`src/rtl/rx_downmixer.sv`:
```
// rtl/rx_downmixer.sv - real ADC to baseband I/Q CORDIC downmixer with integrate-and-dump decimator
// Optional macro RX_GAIN_COMP_EN: scales the mixer output by ~1/K at the cost of one pipeline register.
module rx_downmixer #(
    parameter int IW      = 16,
    parameter int OW      = 16,
    parameter int WW      = 20,
    parameter int NSTAGES = 16,
    parameter int PW_I    = 19,
    parameter int PW      = 23,
    parameter int DEC     = 8
) (
    input  logic                 sys_clk,
    input  logic                 rst,
    input  logic [PW_I-1:0]      phase_input,
    input  logic signed [IW-1:0] adc_in,
    input  logic                 in_valid,
    output logic signed [OW-1:0] rx_i,
    output logic signed [OW-1:0] rx_q,
    output logic                 ce_down,
    output logic signed [OW-1:0] mix_i,
    output logic signed [OW-1:0] mix_q,
    output logic                 mix_valid
);
    // Two guard bits above WW keep K*full-scale inside the rotation datapath.
    localparam int XW = WW + 2;
    localparam int SH = WW - OW;
    localparam int LD = $clog2(DEC);
    localparam int AW = OW + LD;
    localparam logic signed [XW-1:0] OMAX = XW'(2 ** (OW - 1) - 1);
    localparam logic signed [XW-1:0] OMIN = -OMAX - XW'(1);

    function automatic logic [PW-1:0] atan_step(input int i);
        logic [32:0] a;
        case (i)
            0:  a = 33'd536870912;
            1:  a = 33'd316933406;
            2:  a = 33'd167458907;
            3:  a = 33'd85004756;
            4:  a = 33'd42667331;
            5:  a = 33'd21354465;
            6:  a = 33'd10679838;
            7:  a = 33'd5340245;
            8:  a = 33'd2670163;
            9:  a = 33'd1335087;
            10: a = 33'd667544;
            11: a = 33'd333772;
            12: a = 33'd166886;
            13: a = 33'd83443;
            14: a = 33'd41722;
            15: a = 33'd20861;
            default: a = 33'(32'd683565276 >> i);
        endcase
        a = a + (33'd1 << (31 - PW));
        atan_step = PW'(a >> (32 - PW));
    endfunction

    function automatic logic signed [OW-1:0] rnd_sat(input logic signed [XW-1:0] v);
        logic signed [XW-1:0] r;
        r = (v + XW'(2 ** (SH - 1))) >>> SH;
        if (r > OMAX)
            rnd_sat = OMAX[OW-1:0];
        else if (r < OMIN)
            rnd_sat = OMIN[OW-1:0];
        else
            rnd_sat = r[OW-1:0];
    endfunction

    logic [PW-1:0]         ph;
    logic signed [XW-1:0]  xin, x0, y0;
    logic signed [PW-1:0]  z0;
    logic signed [XW-1:0]  xs [0:NSTAGES];
    logic signed [XW-1:0]  ys [0:NSTAGES];
    logic signed [PW-1:0]  zs [0:NSTAGES-1];
    logic [NSTAGES:0]      vs;

    assign ph  = {phase_input, {(PW - PW_I){1'b0}}};
    assign xin = {{(XW - WW){adc_in[IW-1]}}, adc_in, {(WW - IW){1'b0}}};
    // Quadrant handled up front, residual rotation is -(phase mod 90 deg).
    assign z0  = -$signed({2'b00, ph[PW-3:0]});

    always_comb begin
        x0 = xin;
        y0 = '0;
        case (ph[PW-1:PW-2])
            2'd1: begin x0 = '0;   y0 = -xin; end
            2'd2: begin x0 = -xin; y0 = '0;   end
            2'd3: begin x0 = '0;   y0 = xin;  end
            default: ;
        endcase
    end

    always_ff @(posedge sys_clk or negedge rst) begin
        if (!rst) begin
            vs <= '0;
            for (int s = 0; s <= NSTAGES; s++) begin
                xs[s] <= '0;
                ys[s] <= '0;
            end
            for (int s = 0; s < NSTAGES; s++)
                zs[s] <= '0;
        end else begin
            vs    <= {vs[NSTAGES-1:0], in_valid};
            xs[0] <= x0;
            ys[0] <= y0;
            zs[0] <= z0;
            for (int s = 0; s < NSTAGES; s++) begin
                if (zs[s][PW-1]) begin
                    xs[s+1] <= xs[s] + (ys[s] >>> s);
                    ys[s+1] <= ys[s] - (xs[s] >>> s);
                end else begin
                    xs[s+1] <= xs[s] - (ys[s] >>> s);
                    ys[s+1] <= ys[s] + (xs[s] >>> s);
                end
            end
            for (int s = 0; s < NSTAGES - 1; s++) begin
                if (zs[s][PW-1])
                    zs[s+1] <= zs[s] + $signed(atan_step(s));
                else
                    zs[s+1] <= zs[s] - $signed(atan_step(s));
            end
        end
    end

`ifdef RX_GAIN_COMP_EN
    localparam logic signed [15:0] GAIN_Q15 = 16'sd19898;
    localparam logic signed [OW+15:0] PMAX = (OW+16)'(2 ** (OW - 1) - 1);
    localparam logic signed [OW+15:0] PMIN = -PMAX - (OW+16)'(1);

    function automatic logic signed [OW-1:0] gain_comp(input logic signed [OW-1:0] v);
        logic signed [OW+15:0] p;
        p = (v * GAIN_Q15 + (OW+16)'(2 ** 14)) >>> 15;
        if (p > PMAX)
            gain_comp = PMAX[OW-1:0];
        else if (p < PMIN)
            gain_comp = PMIN[OW-1:0];
        else
            gain_comp = p[OW-1:0];
    endfunction

    logic signed [OW-1:0] raw_i, raw_q;
    logic                 raw_valid;

    always_ff @(posedge sys_clk or negedge rst) begin
        if (!rst) begin
            raw_i     <= '0;
            raw_q     <= '0;
            raw_valid <= 1'b0;
            mix_i     <= '0;
            mix_q     <= '0;
            mix_valid <= 1'b0;
        end else begin
            raw_i     <= rnd_sat(xs[NSTAGES]);
            raw_q     <= rnd_sat(ys[NSTAGES]);
            raw_valid <= vs[NSTAGES];
            mix_i     <= gain_comp(raw_i);
            mix_q     <= gain_comp(raw_q);
            mix_valid <= raw_valid;
        end
    end
`else
    always_ff @(posedge sys_clk or negedge rst) begin
        if (!rst) begin
            mix_i     <= '0;
            mix_q     <= '0;
            mix_valid <= 1'b0;
        end else begin
            mix_i     <= rnd_sat(xs[NSTAGES]);
            mix_q     <= rnd_sat(ys[NSTAGES]);
            mix_valid <= vs[NSTAGES];
        end
    end
`endif

    logic signed [AW-1:0] acc_i, acc_q, sum_i, sum_q;
    logic [LD-1:0]        cnt;

    assign sum_i = acc_i + AW'(mix_i);
    assign sum_q = acc_q + AW'(mix_q);

    // The DEC-th sample is folded into the dump so nothing is lost across the boundary.
    always_ff @(posedge sys_clk or negedge rst) begin
        if (!rst) begin
            acc_i   <= '0;
            acc_q   <= '0;
            cnt     <= '0;
            rx_i    <= '0;
            rx_q    <= '0;
            ce_down <= 1'b0;
        end else begin
            ce_down <= 1'b0;
            if (mix_valid) begin
                if (cnt == LD'(DEC - 1)) begin
                    rx_i    <= OW'(sum_i >>> LD);
                    rx_q    <= OW'(sum_q >>> LD);
                    ce_down <= 1'b1;
                    acc_i   <= '0;
                    acc_q   <= '0;
                    cnt     <= '0;
                end else begin
                    acc_i <= sum_i;
                    acc_q <= sum_q;
                    cnt   <= cnt + 1'b1;
                end
            end
        end
    end

endmodule

```
`config.mk`:
```
export PLATFORM = sky130hd
export DESIGN_NAME = rx_downmixer
export DESIGN_NICKNAME = d
export VERILOG_FILES = /design/src/rtl/rx_downmixer.sv
export SDC_FILE = /design/constraint.sdc
export NUM_CORES = 2
export LEC_CHECK = 0
export ABC_AREA = 1
export CAP_MARGIN = 20
export CORE_UTILIZATION = 35
export DETAILED_ROUTE_END_ITERATION = 6
export PLACE_DENSITY = 0.52
export SLEW_MARGIN = 20
export SYNTH_ARGS = -nofsm -noshare
export SYNTH_HDL_FRONTEND = slang
export SYNTH_SLANG_ARGS = --single-unit
```
`constraint.sdc`:
```
create_clock -name sys_clk -period 5.7 [get_ports sys_clk]
set_input_delay 1.14 -clock sys_clk [delete_from_list [all_inputs] [get_ports sys_clk]]
set_output_delay 1.14 -clock sys_clk [all_outputs]
set_load 0.02 [all_outputs]
```
After elaboration in Yosys (flattened, before gate mapping)
Cells that the tools add are included.

word-level totals
  bits in registers = 1240
  input port bits = 38

cells by class
  $add $sub $neg = 130
  magnitude comparators = 4
  eq/ne operators = 4
  mux-type cells = 88
  reduce and logical (&&, ||, !) cells = 2

operators by type and width
  operator                                       number
  adder 32 x 9 -> 32 bit, second input constant  30
  2-to-1 mux 32 bit                              30
  2-to-1 mux 22 bit                              32
  adder 23 bit                                   15
  2-to-1 mux 23 bit                              15
  subtractor 23 bit                              15
  one-hot mux 22 bit (2 select lines)            2
  2-to-1 mux 16 bit                              4
  adder 22 x 10 -> 22 bit                        2
  adder 22 x 11 -> 22 bit                        2
  adder 22 x 12 -> 22 bit                        2
  adder 22 x 13 -> 22 bit                        2
  adder 22 x 14 -> 22 bit                        2
  adder 22 x 15 -> 22 bit                        2
  adder 22 x 16 -> 22 bit                        2
  adder 22 x 17 -> 22 bit                        2
  adder 22 x 18 -> 22 bit                        2
  adder 22 x 19 -> 22 bit                        2
  adder 22 x 20 -> 22 bit                        2
  adder 22 x 21 -> 22 bit                        2
  adder 22 x 5 -> 22 bit, second input constant  2
  adder 22 x 7 -> 22 bit                         2
  adder 22 x 8 -> 22 bit                         2
  adder 22 x 9 -> 22 bit                         2
  31 further kinds                               53

Depth between registers and ports, before layout
  depth in word-level cells = 4
  gate-level depth with buffers = 22

Worst setup path after synthesis
Ideal clock, no wire load.

  path kind = reg2reg
  start = reg zs[298] in the netlist's numbering
  end = reg xs[277] in the netlist's numbering
  setup time = 117 ps
  arrival = 3162 ps
  data required time = 5583 ps
  slack = 2421 ps
  stages on the path, launching flop included = 17
  path buffers = 2
  clock period less this slack = 3279 ps
  cell sequence = dfrtp_1 -> inv_1 -> clkbuf_1 -> clkbuf_1 -> o21ai_0 -> ha_1 -> fa_1 -> nand2_1 -> nand2_1 -> o21ai_0 -> o21ai_0 -> nand2_1 -> nand2_1 -> nand2_1 -> nand2_1 -> nand2_1 -> nand2_1

on the way
  cells in the longest elaborated chain, start to end = 1

RTL lines
  what                             RTL line  source
  start, declared                  73        logic signed [PW-1:0] zs [0:NSTAGES-1];
  start signal, assigned by index  117       zs[s+1] <= zs[s] + $signed(atan_step(s));
  start signal, assigned by index  119       zs[s+1] <= zs[s] - $signed(atan_step(s));
  2-to-1 mux 22 bit                107       if (zs[s][PW-1]) begin
  end signal, assigned by index    108       xs[s+1] <= xs[s] + (ys[s] >>> s);
  end signal, assigned by index    111       xs[s+1] <= xs[s] - (ys[s] >>> s);
  end, declared                    71        logic signed [XW-1:0] xs [0:NSTAGES];

Every way passes these cells.
A chain may end at the register's enable or synchronous reset.

Worst setup path after layout
  start = reg zs[229] in the netlist's numbering
  end = reg ys[207] in the netlist's numbering

on the way
  cells in the longest elaborated chain, start to end = 1

RTL lines
  what                           RTL line  source
  2-to-1 mux 22 bit              107
  end signal, assigned by index  109       ys[s+1] <= ys[s] - (xs[s] >>> s);
  end signal, assigned by index  112       ys[s+1] <= ys[s] + (xs[s] >>> s);
  end, declared                  72        logic signed [XW-1:0] ys [0:NSTAGES];

Every way passes these cells.

==> run_results.csv <==
group,metric,value,unit
logic_synthesis,synth_xor_area_frac,0.08815,
drt,vias_per_cell,5.040,
setup_path,cpPeakStageDelay,550,ps
logic_synthesis,ys.flop_type,"dfrtp_1",
setup_path,worstRegToRegCells,14,
logic_synthesis,ys_warn_count,0,
logic_synthesis,synth_seq_cells,1176,
logic_synthesis,syn_area_per_cell,7.114,sq um
setup_path,arrival,4420,ps
cts,clk_latency,860,ps
logic_synthesis,yosys.area_share.adder,0.1470,
hold_path,min_path_type,"in -> async",
drt,drc_errors,0,
die,dieArea,0.2846,sq mm
global_route,grt_pass1_vias,89284,
sta,fin_skew,72.88,ps
sta,min_period,3682,ps
logic_synthesis,yosysUniqueCellTypes,54,
sta,report.final.slew_viol_count,0,
logic_synthesis,synth_compound_area_frac,0.1249,
setup_path,path_cells,"buf_4 > inv_1 > buf_4 > o21ai_0 > xnor2_1 > inv_1 > ha_1 > a21oi_1 > a21boi_0 > o21ai_0 > nand2_1 > nand2_1 > nand2_1 > nand2_1",
logic_synthesis,synth_top_family_by_area,"simple AND/OR/NAND/NOR gates",
sta,fmax,271.6,MHz
global_route,antenna_found_initial,6,
die,pin_count,104,
global_route,grt_usage,0.2165,
layout,final_cell_mix,"nand2_1 (3604), inv_1 (1608), nor2_1 (1376)",
cts,cts_tree,"yes",
placed_design,hpwlAfterDp,259.0,mm
logic_synthesis,synthSimpleGateAreaFrac,0.2761,
global_route,grt_max_degree,160,
placed_design,globalplace.congestion,0.9347,
sta,slew-limit-headroom,0.3379,
setup_path,crit_path_end_kind,"register",
layout,fillers,29801,
die,fp-row-count,194,
die,die_x,533.5,microns
setup_path,crit_fanout,26,
logic_synthesis,synthArstFlopShare,1.000,
drt,finalWirelength,312.3,mm
cts,clkTransAtPathRegs,60,ps
layout,syn_to_final_growth,10.99,%
flow_run,drv_cap,0,
drt,firstDrtPassIters,6,
sta,hold_viol,0,
global_route,overflow,0,
setup_path,slowest_stage,"inv_1",
cts,cts_resized,0,
global_route,grt_pass1_wl,493.6,mm
logic_synthesis,synth_edf_count,0,
setup_path,cp.required,6440,ps
cts,clk_path_buf_depth,4,
sta,setup_tns,0,ps
cts,htreeDepth,4,
drt,wl_per_cell,17.41,microns
die,die_h,533.5,microns
cts,clockRootBuffer,"clkbuf_16",
layout,fin_nets,15276,
drt,drt_iter0_drc,5862,
die,initial_core_util,0.3529,
setup_path,cp-start-kind,"register",
setup_path,crit_top_cell,"nand2_1",
status,status,"finished, final reports clean",
layout,final_common_cell,"nand2_1",
setup_path,r2r-start,"zs[229]",
logic_synthesis,synthesis.area,0.09887,sq mm
logic_synthesis,ys_seq_area_frac,0.2977,
sta,rsz0062_at_grt,"false",
sta,fin_crit_sh,0.6459,
cts,cts.sinks,1176,
drt,wl_met3,11.54,mm
die,core_area,0.2801,sq mm
logic_synthesis,syn_inst,13898,
setup_path,crit_buf_inv,4,
setup_path,critical_path_class,"reg -> reg",
drt,dr_wl_met2,152.9,mm
setup_path,crit_family,"buffers and inverters",
drt,wirelength_met1,136.2,mm
placed_design,portBuffers,103,
cts,cts_made_buffers,152,
setup_path,worstReg2RegEnd,"ys[207]",
cts,post_cts_buffers,0,
drt,routed.top_layer,"met4",
layout,drive_gt1_frac,0.02456,
logic_synthesis,muxShareOfSynthArea,0.0001012,
drt,antenna_left,0,
logic_synthesis,synth_nets,15072,
sta,tightest_slew,993.2,ps
setup_path,regToRegSetupSlack,2020,ps
sta,finalSetupViolations,0,
cts,hold_buffers,0,
drt,vias,90418,
==> layer usage <==
layer,global-route usage,vias up
li1,-,46258
met4,0.07799,0
met1,0.2704,41701
met5,0,-
met2,0.3871,1947
met3,0.01817,512
==> through the flow <==
step	util	std cells	setup slack [ps]	instance area [sq um]	hold WS, ps
finish	0.3917	17940	2018	109700	323.2
global route	0.3917	17940	1596	109700	344.3
CTS	0.3917	17936	1980	109700	307.1
detailed placement	0.3734	17672	1973	104600	334.7
global placement	0.3734	17671	1413	104600	333.2
floorplan	-	13898	2421	98870	331.2
==> final cells by class <==
type / instances / area (sq um) / area share
Antenna cell: 4 / 10.01 / 0.00009122
Clock buffer: 194 / 4214 / 0.03840
Clock inverter: 70 / 900.9 / 0.008210
Inverter: 1623 / 6092 / 0.05552
Multi-Input combinational cell: 10998 / 62920 / 0.5734
Sequential cell: 1176 / 29430 / 0.2682
Tap cell: 3724 / 4659 / 0.04246
Timing Repair Buffer: 151 / 1500 / 0.01367
==> cells in the mapped netlist, types with 17 or more instances <==
cell	instances	share of area
clkbuf_1	67	0.0025
dfrtp_1	1176	0.30
o21ai_0	849	0.043
xor2_1	756	0.067
or2_2	28	0.0018
a21o_1	58	0.0044
fa_1	43	0.0087
nand4_1	276	0.017
buf_2	17	0.00086
o21a_1	46	0.0035
inv_1	1609	0.061
nand2_1	3604	0.14
o21bai_1	32	0.0024
nand3_1	948	0.048
a31oi_1	38	0.0024
a21boi_0	91	0.0069
o22ai_1	20	0.0013
o31ai_1	27	0.0021
xnor2_1	239	0.021
ha_1	1093	0.14
a21oi_1	1099	0.056
nand3b_1	52	0.0039
nor4_1	23	0.0015
nor2_1	1377	0.052
nor3_1	201	0.010
==> worst max path at each step <==
| stage | from | endpoint | cells past startpoint |
|---|---|---|---|
| 4_1_cts | zs[229] | ys[207] | 14 |
| 5_1_grt | zs[229] | ys[207] | 14 |
| 3_3_place_gp | xs[153] | ys[131] | 12 |
| 2_1_floorplan | zs[298] | xs[277] | 16 |
| 3_5_place_dp | zs[229] | ys[207] | 14 |
| 6_report | zs[229] | ys[207] | 14 |
==> registers in the layout (all words and copies together) (netlist names), 3 cells and up <==
name / cells
cnt: 3
mix_i: 16
ys: 359
mix_q: 16
xs: 356
acc_i: 19
zs: 337
vs: 17
acc_q: 19
rx_i: 16
rx_q: 16
==> cells by family after synthesis <==
logic type               Yosys count
AND/OR/NAND/NOR                 6563
AO/OA/AOI/OAI                   2302
buffers and inverters           1724
flip-flops                      1176
adder cells (fa/ha/maj)         1136
XOR/XNOR                         995
other                              1
multiplexers                       1
Power is left out: the tool's default activity adds up to more than one toggle a clock period on the data nets, which glitch-free logic cannot reach.
